===== config.mk =====
export PLATFORM = sky130hd
export DESIGN_NAME = pwm_multi_ch
export DESIGN_NICKNAME = d
export VERILOG_FILES = /design/src/rtl/pwm_multi_ch.sv
export SDC_FILE = /design/constraint.sdc
export NUM_CORES = 1
export LEC_CHECK = 0
export CAP_MARGIN = 20
export CORE_UTILIZATION = 55
export DETAILED_ROUTE_END_ITERATION = 12
export PLACE_DENSITY = 0.7
export SYNTH_ARGS = -nofsm -noshare
export SYNTH_HDL_FRONTEND = slang
export SYNTH_SLANG_ARGS = --single-unit

===== constraint.sdc =====
create_clock -name clk -period 3.6 [get_ports clk]
set_input_delay 0.72 -clock clk [delete_from_list [all_inputs] [get_ports clk]]
set_output_delay 0.72 -clock clk [all_outputs]
set_load 0.03 [all_outputs]

===== src/rtl/pwm_multi_ch.sv =====
// Multi-channel PWM with double-buffered valid/ready config; one-cycle registered outputs, cfg_ready low while a channel holds a pending config.
// Optional per-channel output polarity is enabled by defining PWM_POLARITY_EN (adds the cfg_pol input).
module pwm_multi_ch #(
  parameter int CH_NUM  = 4,
  parameter int CNT_W   = 10,
  parameter int PERIOD0 = 500,
  parameter int PERIOD1 = 250,
  parameter int PERIOD2 = 200,
  parameter int PERIOD3 = 100
) (
  input  logic              clk,
  input  logic              reset,
  input  logic              cfg_valid,
  output logic              cfg_ready,
  input  logic [3:0]        cfg_ch,
  input  logic [CNT_W-1:0]  cfg_duty,
  input  logic [1:0]        cfg_freq_sel,
`ifdef PWM_POLARITY_EN
  input  logic              cfg_pol,
`endif
  output logic [CH_NUM-1:0] pwm_out,
  output logic [CH_NUM-1:0] config_done,
  output logic              duty_error
);

  function automatic logic [CNT_W-1:0] period_of(input logic [1:0] sel);
    logic [CNT_W-1:0] p;
    case (sel)
      2'd0:    p = CNT_W'(PERIOD0);
      2'd1:    p = CNT_W'(PERIOD1);
      2'd2:    p = CNT_W'(PERIOD2);
      default: p = CNT_W'(PERIOD3);
    endcase
    return p;
  endfunction

  logic [CNT_W-1:0]  cnt_q    [CH_NUM];
  logic [CNT_W-1:0]  cnt_d    [CH_NUM];
  logic [CNT_W-1:0]  duty_a_q [CH_NUM];
  logic [CNT_W-1:0]  duty_a_d [CH_NUM];
  logic [CNT_W-1:0]  duty_s_q [CH_NUM];
  logic [CNT_W-1:0]  duty_s_d [CH_NUM];
  logic [1:0]        fsel_a_q [CH_NUM];
  logic [1:0]        fsel_a_d [CH_NUM];
  logic [1:0]        fsel_s_q [CH_NUM];
  logic [1:0]        fsel_s_d [CH_NUM];
  logic [CH_NUM-1:0] pend_q, pend_d;
  logic [CH_NUM-1:0] pwm_q, pwm_d;
  logic [CH_NUM-1:0] done_q, done_d;
  logic              err_q, err_d;
  logic [CH_NUM-1:0] pol_a;

`ifdef PWM_POLARITY_EN
  logic [CH_NUM-1:0] pol_a_q, pol_a_d;
  logic [CH_NUM-1:0] pol_s_q, pol_s_d;
  assign pol_a = pol_a_q;
`else
  assign pol_a = '0;
`endif

  logic pend_sel;
  logic ch_bad;
  logic accept;
  logic reject;

  // Out-of-range channels never block: they are always accepted and then rejected.
  always_comb begin
    pend_sel = 1'b0;
    for (int k = 0; k < CH_NUM; k++) begin
      if (cfg_ch == 4'(k)) pend_sel = pend_q[k];
    end
  end

  assign ch_bad    = ({1'b0, cfg_ch} >= 5'(CH_NUM));
  assign cfg_ready = ch_bad | ~pend_sel;
  assign accept    = cfg_valid & cfg_ready;
  assign reject    = ch_bad | (cfg_duty > period_of(cfg_freq_sel));

  always_comb begin
    cnt_d    = cnt_q;
    duty_a_d = duty_a_q;
    duty_s_d = duty_s_q;
    fsel_a_d = fsel_a_q;
    fsel_s_d = fsel_s_q;
    pend_d   = pend_q;
    pwm_d    = '0;
    done_d   = '0;
    err_d    = accept & reject;
`ifdef PWM_POLARITY_EN
    pol_a_d  = pol_a_q;
    pol_s_d  = pol_s_q;
`endif
    for (int k = 0; k < CH_NUM; k++) begin
      pwm_d[k] = (cnt_q[k] < duty_a_q[k]) ^ pol_a[k];

      // Period boundary: wrap, and swap in the shadow config if one is waiting.
      if (cnt_q[k] == period_of(fsel_a_q[k]) - CNT_W'(1)) begin
        cnt_d[k] = '0;
        if (pend_q[k]) begin
          duty_a_d[k] = duty_s_q[k];
          fsel_a_d[k] = fsel_s_q[k];
          pend_d[k]   = 1'b0;
          done_d[k]   = 1'b1;
`ifdef PWM_POLARITY_EN
          pol_a_d[k]  = pol_s_q[k];
`endif
        end
      end else begin
        cnt_d[k] = cnt_q[k] + CNT_W'(1);
      end

      // Accept needs pend_q[k]==0, so it never collides with the apply above.
      if (accept && !reject && (cfg_ch == 4'(k))) begin
        duty_s_d[k] = cfg_duty;
        fsel_s_d[k] = cfg_freq_sel;
        pend_d[k]   = 1'b1;
`ifdef PWM_POLARITY_EN
        pol_s_d[k]  = cfg_pol;
`endif
      end
    end
  end

  always_ff @(posedge clk) begin
    if (reset) begin
      for (int k = 0; k < CH_NUM; k++) begin
        cnt_q[k]    <= '0;
        duty_a_q[k] <= '0;
        duty_s_q[k] <= '0;
        fsel_a_q[k] <= '0;
        fsel_s_q[k] <= '0;
      end
      pend_q <= '0;
      pwm_q  <= '0;
      done_q <= '0;
      err_q  <= 1'b0;
`ifdef PWM_POLARITY_EN
      pol_a_q <= '0;
      pol_s_q <= '0;
`endif
    end else begin
      cnt_q    <= cnt_d;
      duty_a_q <= duty_a_d;
      duty_s_q <= duty_s_d;
      fsel_a_q <= fsel_a_d;
      fsel_s_q <= fsel_s_d;
      pend_q   <= pend_d;
      pwm_q    <= pwm_d;
      done_q   <= done_d;
      err_q    <= err_d;
`ifdef PWM_POLARITY_EN
      pol_a_q  <= pol_a_d;
      pol_s_q  <= pol_s_d;
`endif
    end
  end

  assign pwm_out     = pwm_q;
  assign config_done = done_q;
  assign duty_error  = err_q;

  for (genvar g = 0; g < CH_NUM; g++) begin : g_chk
    a_cnt_in_period : assert property (@(posedge clk) disable iff (reset)
      cnt_q[g] < period_of(fsel_a_q[g]));
    a_duty_legal : assert property (@(posedge clk) disable iff (reset)
      duty_a_q[g] <= period_of(fsel_a_q[g]));
  end

endmodule


# Yosys cells after proc, flatten, opt, wreduce, memory -nomap -nowiden
# Index checks and enable logic that the tools add are counted.
[totals] register_bits=149 latch_bits=0 mem_bits_rw=0 rom_bits=0 output_inout_bits=10 memories=0
[op_classes] addsub=8 mul=0 div=0 magnitude_cmp=6 eq_ne=17 n_shift=0 n_mux=21 bitwise=9 reduce_logical=28
[ops] operator="$pmux 9 s3" n=5
[ops] operator="$add 10x1->10 const B" n=4
[ops] operator="$eq 10x10->1" n=4
[ops] operator="$lt 10x10->1" n=4
[ops] operator="$sub 10x1->10 const B" n=4
[ops] operator="$mux 1" n=16
[ops] operator="$reduce_or 2->1" n=8
[ops] operator="$eq 2x1->1 const B" n=5
[ops] operator="$eq 2x2->1 const B" n=5
[ops] operator="$gt 10x10->1" n=1
[ops] operator="$logic_not 2->1" n=5
[ops] operator="$eq 4x2->1 const B" n=2
[ops] operator="$reduce_and 2->1" n=4
[ops] operator="$reduce_bool 2->1" n=4
[ops] operator="$logic_and 1x1->1" n=5
[ops] operator="$not 1->1" n=5
[ops] operator="$eq 4x1->1 const B" n=1
[ops] operator="$ge 4x3->1 const B" n=1
[ops] operator="$logic_not 4->1" n=1
[ops] operator="$and 1x1->1" n=2
[ops] operator="$or 1x1->1" n=2
[ops] operator="$logic_not 1->1" n=1

# Depth between registers and ports, before layout
# Gate-level depths: netlist of run 1.
[logic_depth] word_depth=11 mapped_depth=11 mapped_depth_nobuf=9

# Worst setup path before layout of run 1
# OpenSTA, ideal clock, no wires.
[synth_path] path_kind="input -> register" from="in cfg_freq_sel[1]" to="reg duty_s_q[1] in the netlist's numbering" arrival_time_ns=2.698 required_ns=3.528 setup_slack_ns=0.830 stages=9 path_cell_list="inv_1 -> ha_1 -> ha_1 -> or4b_1 -> or3_4 -> o211a_2 -> nor3_4 -> buf_6 -> mux2i_1"
[synth_via] elab_chain_len=7 elab_cells_between_ends=9 classes_between="order compare: 1; eq/ne: 2; mux: 1; bitwise: 1; reduce/logical: 4"
[synth_rtl] item="start: declaration" line="17" rtl="input logic [1:0] cfg_freq_sel,"
[synth_rtl] item="$eq 2x2->1 (tied with other cells)" line="28" rtl="case (sel)"
[synth_rtl] item="$pmux 9 s3 *" line="28"
[synth_rtl] item="$gt 10x10->1 *" line="77" rtl="assign reject = ch_bad | (cfg_duty > period_of(cfg_freq_sel));"
[synth_rtl] item="$or 1x1->1 *" line="77"
[synth_rtl] item="$logic_not 1->1 *" line="113" rtl="if (accept && !reject && (cfg_ch == 4'(k))) begin"
[synth_rtl] item="$logic_and 1x1->1 * (2 in series)" line="113"
[synth_rtl] item="end signal: assignment" line="144" rtl="duty_s_q <= duty_s_d;"
[synth_rtl] item="end: declaration" line="41" rtl="logic [CNT_W-1:0] duty_s_q [CH_NUM];"
# Every way passes the cells marked *; elsewhere a longest branch is shown, timed or not.
# A chain may end at the register's enable or synchronous reset.

# Worst setup path after layout of run 1
[layout_path] from="in cfg_ch[0]" to="out cfg_ready"
[layout_via] elab_chain_len=7 elab_cells_between_ends=11 classes_between="order compare: 1; eq/ne: 3; mux: 4; bitwise: 2; reduce/logical: 1"
[layout_rtl] item="start: declaration" line="15" rtl="input logic [3:0] cfg_ch,"
[layout_rtl] item="$logic_not 4->1" line="70" rtl="if (cfg_ch == 4'(k)) pend_sel = pend_q[k];"
[layout_rtl] item="$mux 1 (4 in series)" line="70"
[layout_rtl] item="$not 1->1" line="75" rtl="assign cfg_ready = ch_bad | ~pend_sel;"
[layout_rtl] item="$or 1x1->1 *" line="75"
[layout_rtl] item="end: declaration" line="14" rtl="output logic cfg_ready,"
# Marks and branches as above.

==> results.sh, run 1 <==
export IMPL_outcome="complete, no violations"
export IMPL_synth_area_per_cell_um2=9.51
export IMPL_synthFlopType="dfxtp_1"
export IMPL_synthTopCellsByCount="149 x dfxtp_1, 76 x ha_1, 61 x inv_1"
export IMPL_clock_path_buffers=2
export IMPL_die_area_um2=13900
export IMPL_tns_ns=0
export IMPL_grt_pass1_wl_um=25600
export IMPL_grt_pass1_vias=5282
export IMPL_final_period_utilization_pct=93.9
export IMPL_synth_cells=777
export IMPL_cts_root_buf="clkbuf_16"
export IMPL_synthArstFlopShare_pct=0
export IMPL_clock_sinks=149
export IMPL_cts_tree="done"
export IMPL_clk_pin_slew_ns=0.06
export IMPL_setup_violations=0
export IMPL_synth_most_common_cell="dfxtp_1"
export IMPL_antenna_found_initial=0
export IMPL_ir_worst_vdd_v=0.000389
export IMPL_hold_depth=1
export IMPL_worstSetupStartpointType="input pin"
export IMPL_synth_edff_count=0
export IMPL_hpwlAfterDp_um=10700
export IMPL_syn_area_um2=7390
export IMPL_rrSetupSlack_ns=1.23
export IMPL_start_util_pct=57.4
export IMPL_grt_max_degree=68
export IMPL_post_cts_setup_buffers=0
export IMPL_cts_made_buffers=17
export IMPL_vias_per_cell=5.39
export IMPL_ys_seq_elements=149
export IMPL_drc=0
export IMPL_wire_per_inst_um=15.5
export IMPL_powerDensity_nw_per_um2=430
export IMPL_min_path_type="flip-flop to flip-flop"
export IMPL_required_ns=2.88
export IMPL_clk_latency_ns=0.41
export IMPL_rows=41
export IMPL_timing_rr_end="pend_q[3]"
export IMPL_r2r_worst_path_cells=7
export IMPL_dr_total_vias=5308
export IMPL_diodes=0
export IMPL_synth_area_leader_cell="dfxtp_1"
export IMPL_place_congestion=0.860
export IMPL_htreeDepth=4
export IMPL_netlist_top_cells_area="dfxtp_1 40%, ha_1 13%, mux2i_1 6.5%"
export IMPL_postLayoutCoreUtil_pct=65.1
export IMPL_slew_viol_final=0
export IMPL_design_core_area_um2=12900
export IMPL_holdPathEnd="duty_s_q[39]"
export IMPL_critPathCaptureType="output port"
export IMPL_drv_cap=0
export IMPL_min_from="duty_s_q[39]"
export IMPL_cts_resized=0
export IMPL_grt_setup_unrepaired="false"
export IMPL_io_buffers=28
export IMPL_r2r_start="fsel_a_q[1]"
export IMPL_drive_gt1_share_pct=6.52
export IMPL_drt_iter0_drc=361
export IMPL_crit_fanout=3
export IMPL_yosysUniqueCellTypes=45
export IMPL_nets=897
export IMPL_crit_type="input pin to output port"
export IMPL_period_needed_ns=3.38
export IMPL_hold_viol_final=0
export IMPL_syn_num_nets=872
export IMPL_slew_headroom_pct=71.0
export IMPL_drtPass1Iterations=4
export IMPL_grt_overflow=0
export IMPL_clock_fmax_mhz=296
export IMPL_die_x_um=118
export IMPL_ys_seq_area_share_pct=40.4
export IMPL_synthDominantCellAreaShare_pct=40.4
export IMPL_wl_um=15200
export IMPL_die_y_um=118
export IMPL_postCtsHoldBufs=0
export IMPL_fin_skew_ns=0.00639
export IMPL_drtAntennaViolNets=0
export IMPL_area_growth_pct=13.5
export IMPL_leakagePower_nw=3.29
export IMPL_io_pins=29
export IMPL_worstMarginPinSlew_ns=0.430
export IMPL_track_usage_pct=23.2
export IMPL_yosysWarnings=0
export IMPL_cp_data_arrival_time_ns=2.66
==> flip-flops by register name, summed over array words and instances, names as in the netlist <==
name / flops
pend_q: 4
duty_s_q: 40
fsel_s_q: 8
pwm_out: 4
fsel_a_q: 8
duty_error: 1
duty_a_q: 40
cnt_q: 40
config_done: 4
==> per-stage QoR <==
| step | hold slack [ns] | total power (W) | worst slack [ns] | cells | area (µm²) |
|---|---|---|---|---|---|
| after floorplan | 0.444 | 0.00186 | 0.830 | 777 | 7390 |
| after global placement | 0.465 | 0.00193 | 0.214 | 955 | 7820 |
| after detailed placement | 0.466 | 0.00194 | 0.0880 | 955 | 7820 |
| after CTS | 0.474 | 0.00363 | 0.217 | 985 | 8390 |
| after global routing | 0.500 | 0.00374 | 0.194 | 985 | 8390 |
| final | 0.472 | 0.00361 | 0.220 | 985 | 8390 |
==> how the worst max path moves through the flow <==
stage	startpoint	endpoint	cells after the start
2_1_floorplan	cfg_freq_sel[1]	duty_s_q[1]	9
3_3_place_gp	cfg_freq_sel[1]	duty_s_q[8]	10
3_5_place_dp	cfg_freq_sel[1]	duty_s_q[4]	10
4_1_cts	cfg_ch[0]	cfg_ready	4
5_1_grt	cfg_ch[0]	cfg_ready	4
6_report	cfg_ch[0]	cfg_ready	4
==> power breakdown <==
group	leakage, nW	internal [W]	switching (W)
Sequential	1.20	0.00167	0.0000235
Combinational	1.81	0.0000992	0.000112
Clock	0.279	0.00105	0.000656
==> metal layers <==
metal | up-vias | share of wire (%) | wire, µm | track usage (%)
met5 | - | 0 | 0 | 0
met4 | 0 | 0.56 | 86 | 5.85
met3 | 7 | 3.8 | 579 | 5.62
met2 | 74 | 49 | 7430 | 38.9
met1 | 2542 | 47 | 7140 | 29.7
li1 | 2685 | - | - | -
==> area by class of cell <==
class | instances | area [µm²]
multi-input combinational | 534 | 4020
inverter | 61 | 229
clock inverter | 9 | 105
timing repair buffer | 39 | 370
fill | 1096 | 4490
tap | 172 | 215
sequential | 149 | 2980
clock buffer | 21 | 460
==> worst max-delay path, stage by stage <==
cell and delay (ns):
clkdlybuf4s50_1 0.57, mux4_2 0.53, nand2_1 0.14, clkdlybuf4s50_1 0.69
==> logic make-up (layout without fill, tap and decap cells) <==
family | Yosys count | in the layout | synth area share (%)
and+or+nand+nor | 258 | 258 | 20.1
DFF | 149 | 149 | 40.4
AOI/OAI and AO/OA | 99 | 99 | 8.51
buffers and inverters | 94 | 130 | 5.21
adders and majority gates | 76 | 76 | 12.9
xor gates and xnor gates | 52 | 52 | 6.16
muxes | 49 | 49 | 6.80
==> placed cells by master, fill, tap and decap left out, types with 4 or more instances in the layout <==
master | netlist | layout
a21o_1 | 6 | 6
a21oi_1 | 12 | 12
a31o_2 | 5 | 5
and3_1 | 9 | 9
buf_4 | 0 | 10
clkbuf_16 | 0 | 17
clkdlybuf4s50_1 | 0 | 27
clkinv_2 | 0 | 4
dfxtp_1 | 149 | 149
ha_1 | 76 | 76
inv_1 | 61 | 61
mux2i_1 | 48 | 48
nand2_1 | 19 | 19
nand2b_1 | 58 | 58
nand3_1 | 21 | 21
nand3b_1 | 49 | 49
nand4_1 | 6 | 6
nor2_1 | 60 | 60
nor3_1 | 8 | 8
nor4_1 | 6 | 6
o211ai_1 | 5 | 5
o21a_1 | 4 | 4
o21ai_0 | 46 | 46
o21ai_1 | 5 | 5
o21bai_1 | 5 | 5
or3b_1 | 4 | 4
xnor2_1 | 23 | 23
xor2_1 | 29 | 29
Note: power is estimated with default switching activity, not from simulation.
==> run 2, diff against run 1 <==
- ABC_CLOCK_PERIOD_IN_PS: unset -> 3600
- CORE_UTILIZATION: 55 -> 61
- PLACE_DENSITY: 0.7 -> 0.77
==> run 2 against run 1 <==
  * The flow now finishes with violations (design-rule violations)
  * First-iteration DRC count up 10%
  * Die area down 9.7%
  * Worst hold slack better by 0.0050 ns
  * Sequential cell count unchanged
  * Non-clock buffer count up 2
  * Setup slack worse by 0.0033 ns
==> results.sh, run 2 (same netlist as run 1, synthesis figures left out) <==
export IMPL_dr_total_vias=5372
export IMPL_crit_family="buffers and inverters"
export IMPL_cts_made_buffers=17
export IMPL_io_pins=29
export IMPL_die_y_um=112
export IMPL_drt_iter0_drc=398
export IMPL_gr_usage_met2_pct=43.1
export IMPL_r2r_worst_path_cells=8
export IMPL_drtAntennaViolNets=0
export IMPL_drive_gt1_share_pct=6.74
export IMPL_grt_pass1_wl_um=25200
export IMPL_cts_tree="done"
export IMPL_post_cts_setup_buffers=0
export IMPL_wl_um=15000
export IMPL_slew_headroom_pct=52.2
export IMPL_hold_depth=2
export IMPL_busiest_layer="met2"
export IMPL_r2r_start="fsel_a_q[1]"
export IMPL_clk_latency_ns=0.42
export IMPL_ir_worst_vdd_v=0.000363
export IMPL_cts_root_buf="clkbuf_16"
export IMPL_layout_cells_most_common_list="149 x dfxtp_1, 76 x ha_1, 61 x inv_1"
export IMPL_powerDensity_nw_per_um2=432
export IMPL_antenna_found_initial=0
export IMPL_violations="design-rule violations"
export IMPL_fin_hold_ws_ns=0.477
export IMPL_die_area_um2=12600
export IMPL_holdPathEnd="fsel_a_q[5]"
export IMPL_track_usage_pct=25.6
export IMPL_worstMarginPinSlew_ns=0.717
export IMPL_rows=39
export IMPL_outcome="finished with violations"
export IMPL_htreeDepth=4
export IMPL_clk_pin_slew_ns=0.06
export IMPL_leakagePower_nw=3.29
export IMPL_critPathMaxStageDelay_ns=0.68
export IMPL_grt_pass1_vias=5326
export IMPL_dp_cells=928
export IMPL_timing_rr_end="duty_a_q[9]"
export IMPL_cpMostUsedCell="clkdlybuf4s50_1"
export IMPL_reg_top3="cnt_q: 40 flops, duty_a_q: 40 flops, duty_s_q: 40 flops"
export IMPL_drc=1
export IMPL_setup_violations=0
export IMPL_fillers=887
export IMPL_fin_skew_ns=0.00431
export IMPL_min_from="fsel_s_q[5]"
export IMPL_worstSetupStartpointType="input pin"
export IMPL_required_ns=2.88
export IMPL_clock_fmax_mhz=296
export IMPL_fin_cells=959
export IMPL_clock_sinks=149
export IMPL_drtPass1Iterations=8
export IMPL_cp_buffers_inverters=2
export IMPL_diodes=0
export IMPL_nets=899
export IMPL_min_path_type="flip-flop to flip-flop"
export IMPL_grt_overflow=0
export IMPL_grt_max_degree=43
export IMPL_slew_viol_final=0
export IMPL_drv_cap=0
export IMPL_grt_setup_unrepaired="false"
export IMPL_cts_resized=0
export IMPL_postCtsHoldBufs=0
export IMPL_area_growth_pct=13.0
export IMPL_final_period_utilization_pct=94.0
export IMPL_critPathCaptureType="output port"
export IMPL_met1_usage_pct=32.6
export IMPL_cp_data_arrival_time_ns=2.66
export IMPL_crit_chain="clkdlybuf4s50_1 -> mux4_2 -> nand2_1 -> clkdlybuf4s50_1"
export IMPL_rrSetupSlack_ns=1.01
export IMPL_place_congestion=0.895
export IMPL_design_core_area_um2=11600
export IMPL_final_common_cell="dfxtp_1"
export IMPL_wire_per_inst_um=15.6
export IMPL_clock_path_buffers=2
export IMPL_grtUsageMet3_pct=6.32
export IMPL_period_needed_ns=3.38
export IMPL_vias_per_cell=5.60
export IMPL_tns_ns=0
export IMPL_die_x_um=112
export IMPL_hold_viol_final=0
export IMPL_cp_slowest_cell="clkdlybuf4s50_1"
export IMPL_hpwlAfterDp_um=10600
export IMPL_start_util_pct=63.7
export IMPL_crit_fanout=3
export IMPL_io_buffers=28
export IMPL_crit_type="input pin to output port"
-- run 2: changes by cell type in the layout (fill, tap and decap cells not counted) --
cell | before | now
buf_12 | 1 | 0
buf_4 | 10 | 13
clkbuf_1 | 2 | 3
clkinv_4 | 2 | 1
clkinvlp_4 | 1 | 2
-- run 2: how the worst max path moves through the flow --
stage	startpoint	to	depth (start not counted)
detailed placement	cfg_freq_sel[1]	duty_s_q[2]	10
global route	cfg_ch[0]	cfg_ready	4
global placement	cfg_freq_sel[1]	duty_s_q[8]	10
floorplan	cfg_freq_sel[1]	duty_s_q[1]	9
finish	cfg_ch[0]	cfg_ready	4
CTS	cfg_ch[0]	cfg_ready	4
-- run 2: area by class of cell --
| cell class | instances | area, µm² | share of cell area, % |
|---|---|---|---|
| inverters | 61 | 229 | 2.74 |
| well taps | 143 | 179 | 2.14 |
| flip-flops and latches | 149 | 2980 | 35.7 |
| multi-input cells | 534 | 4020 | 48.2 |
| clock inverters | 9 | 104 | 1.24 |
| clock buffers | 22 | 464 | 5.56 |
| repair buffers | 41 | 373 | 4.46 |
-- run 2: report_power, final --
part           leakage (nW)  switching [W]  internal [W]
logic                  1.82       0.000114     0.0000995
clock network         0.276       0.000656       0.00105
registers              1.20      0.0000232       0.00167
-- run 2: metal layers --
layer / vias to the layer above / wire (µm)
met5: - / 0
met4: 0 / 174
met3: 19 / 550
met2: 79 / 7110
met1: 2581 / 7120
li1: 2693 / -
-- run 2: metrics by stage --
step | worst slack, ns | util (%) | cell area [µm²] | total power, W
2_1_floorplan | 0.830 | - | 7390 | 0.00186
3_3_place_gp | 0.227 | 67.1 | 7790 | 0.00193
3_5_place_dp | 0.103 | 67.1 | 7790 | 0.00194
4_1_cts | 0.222 | 71.9 | 8360 | 0.00364
5_1_grt | 0.189 | 71.9 | 8360 | 0.00373
6_report | 0.217 | 71.9 | 8360 | 0.00361
-- run 2: tightest hold or removal path, cell delays in order (launching register included) --
cell	delay, ns
dfxtp_1	0.29
nand2b_1	0.07
o21ai_0	0.07
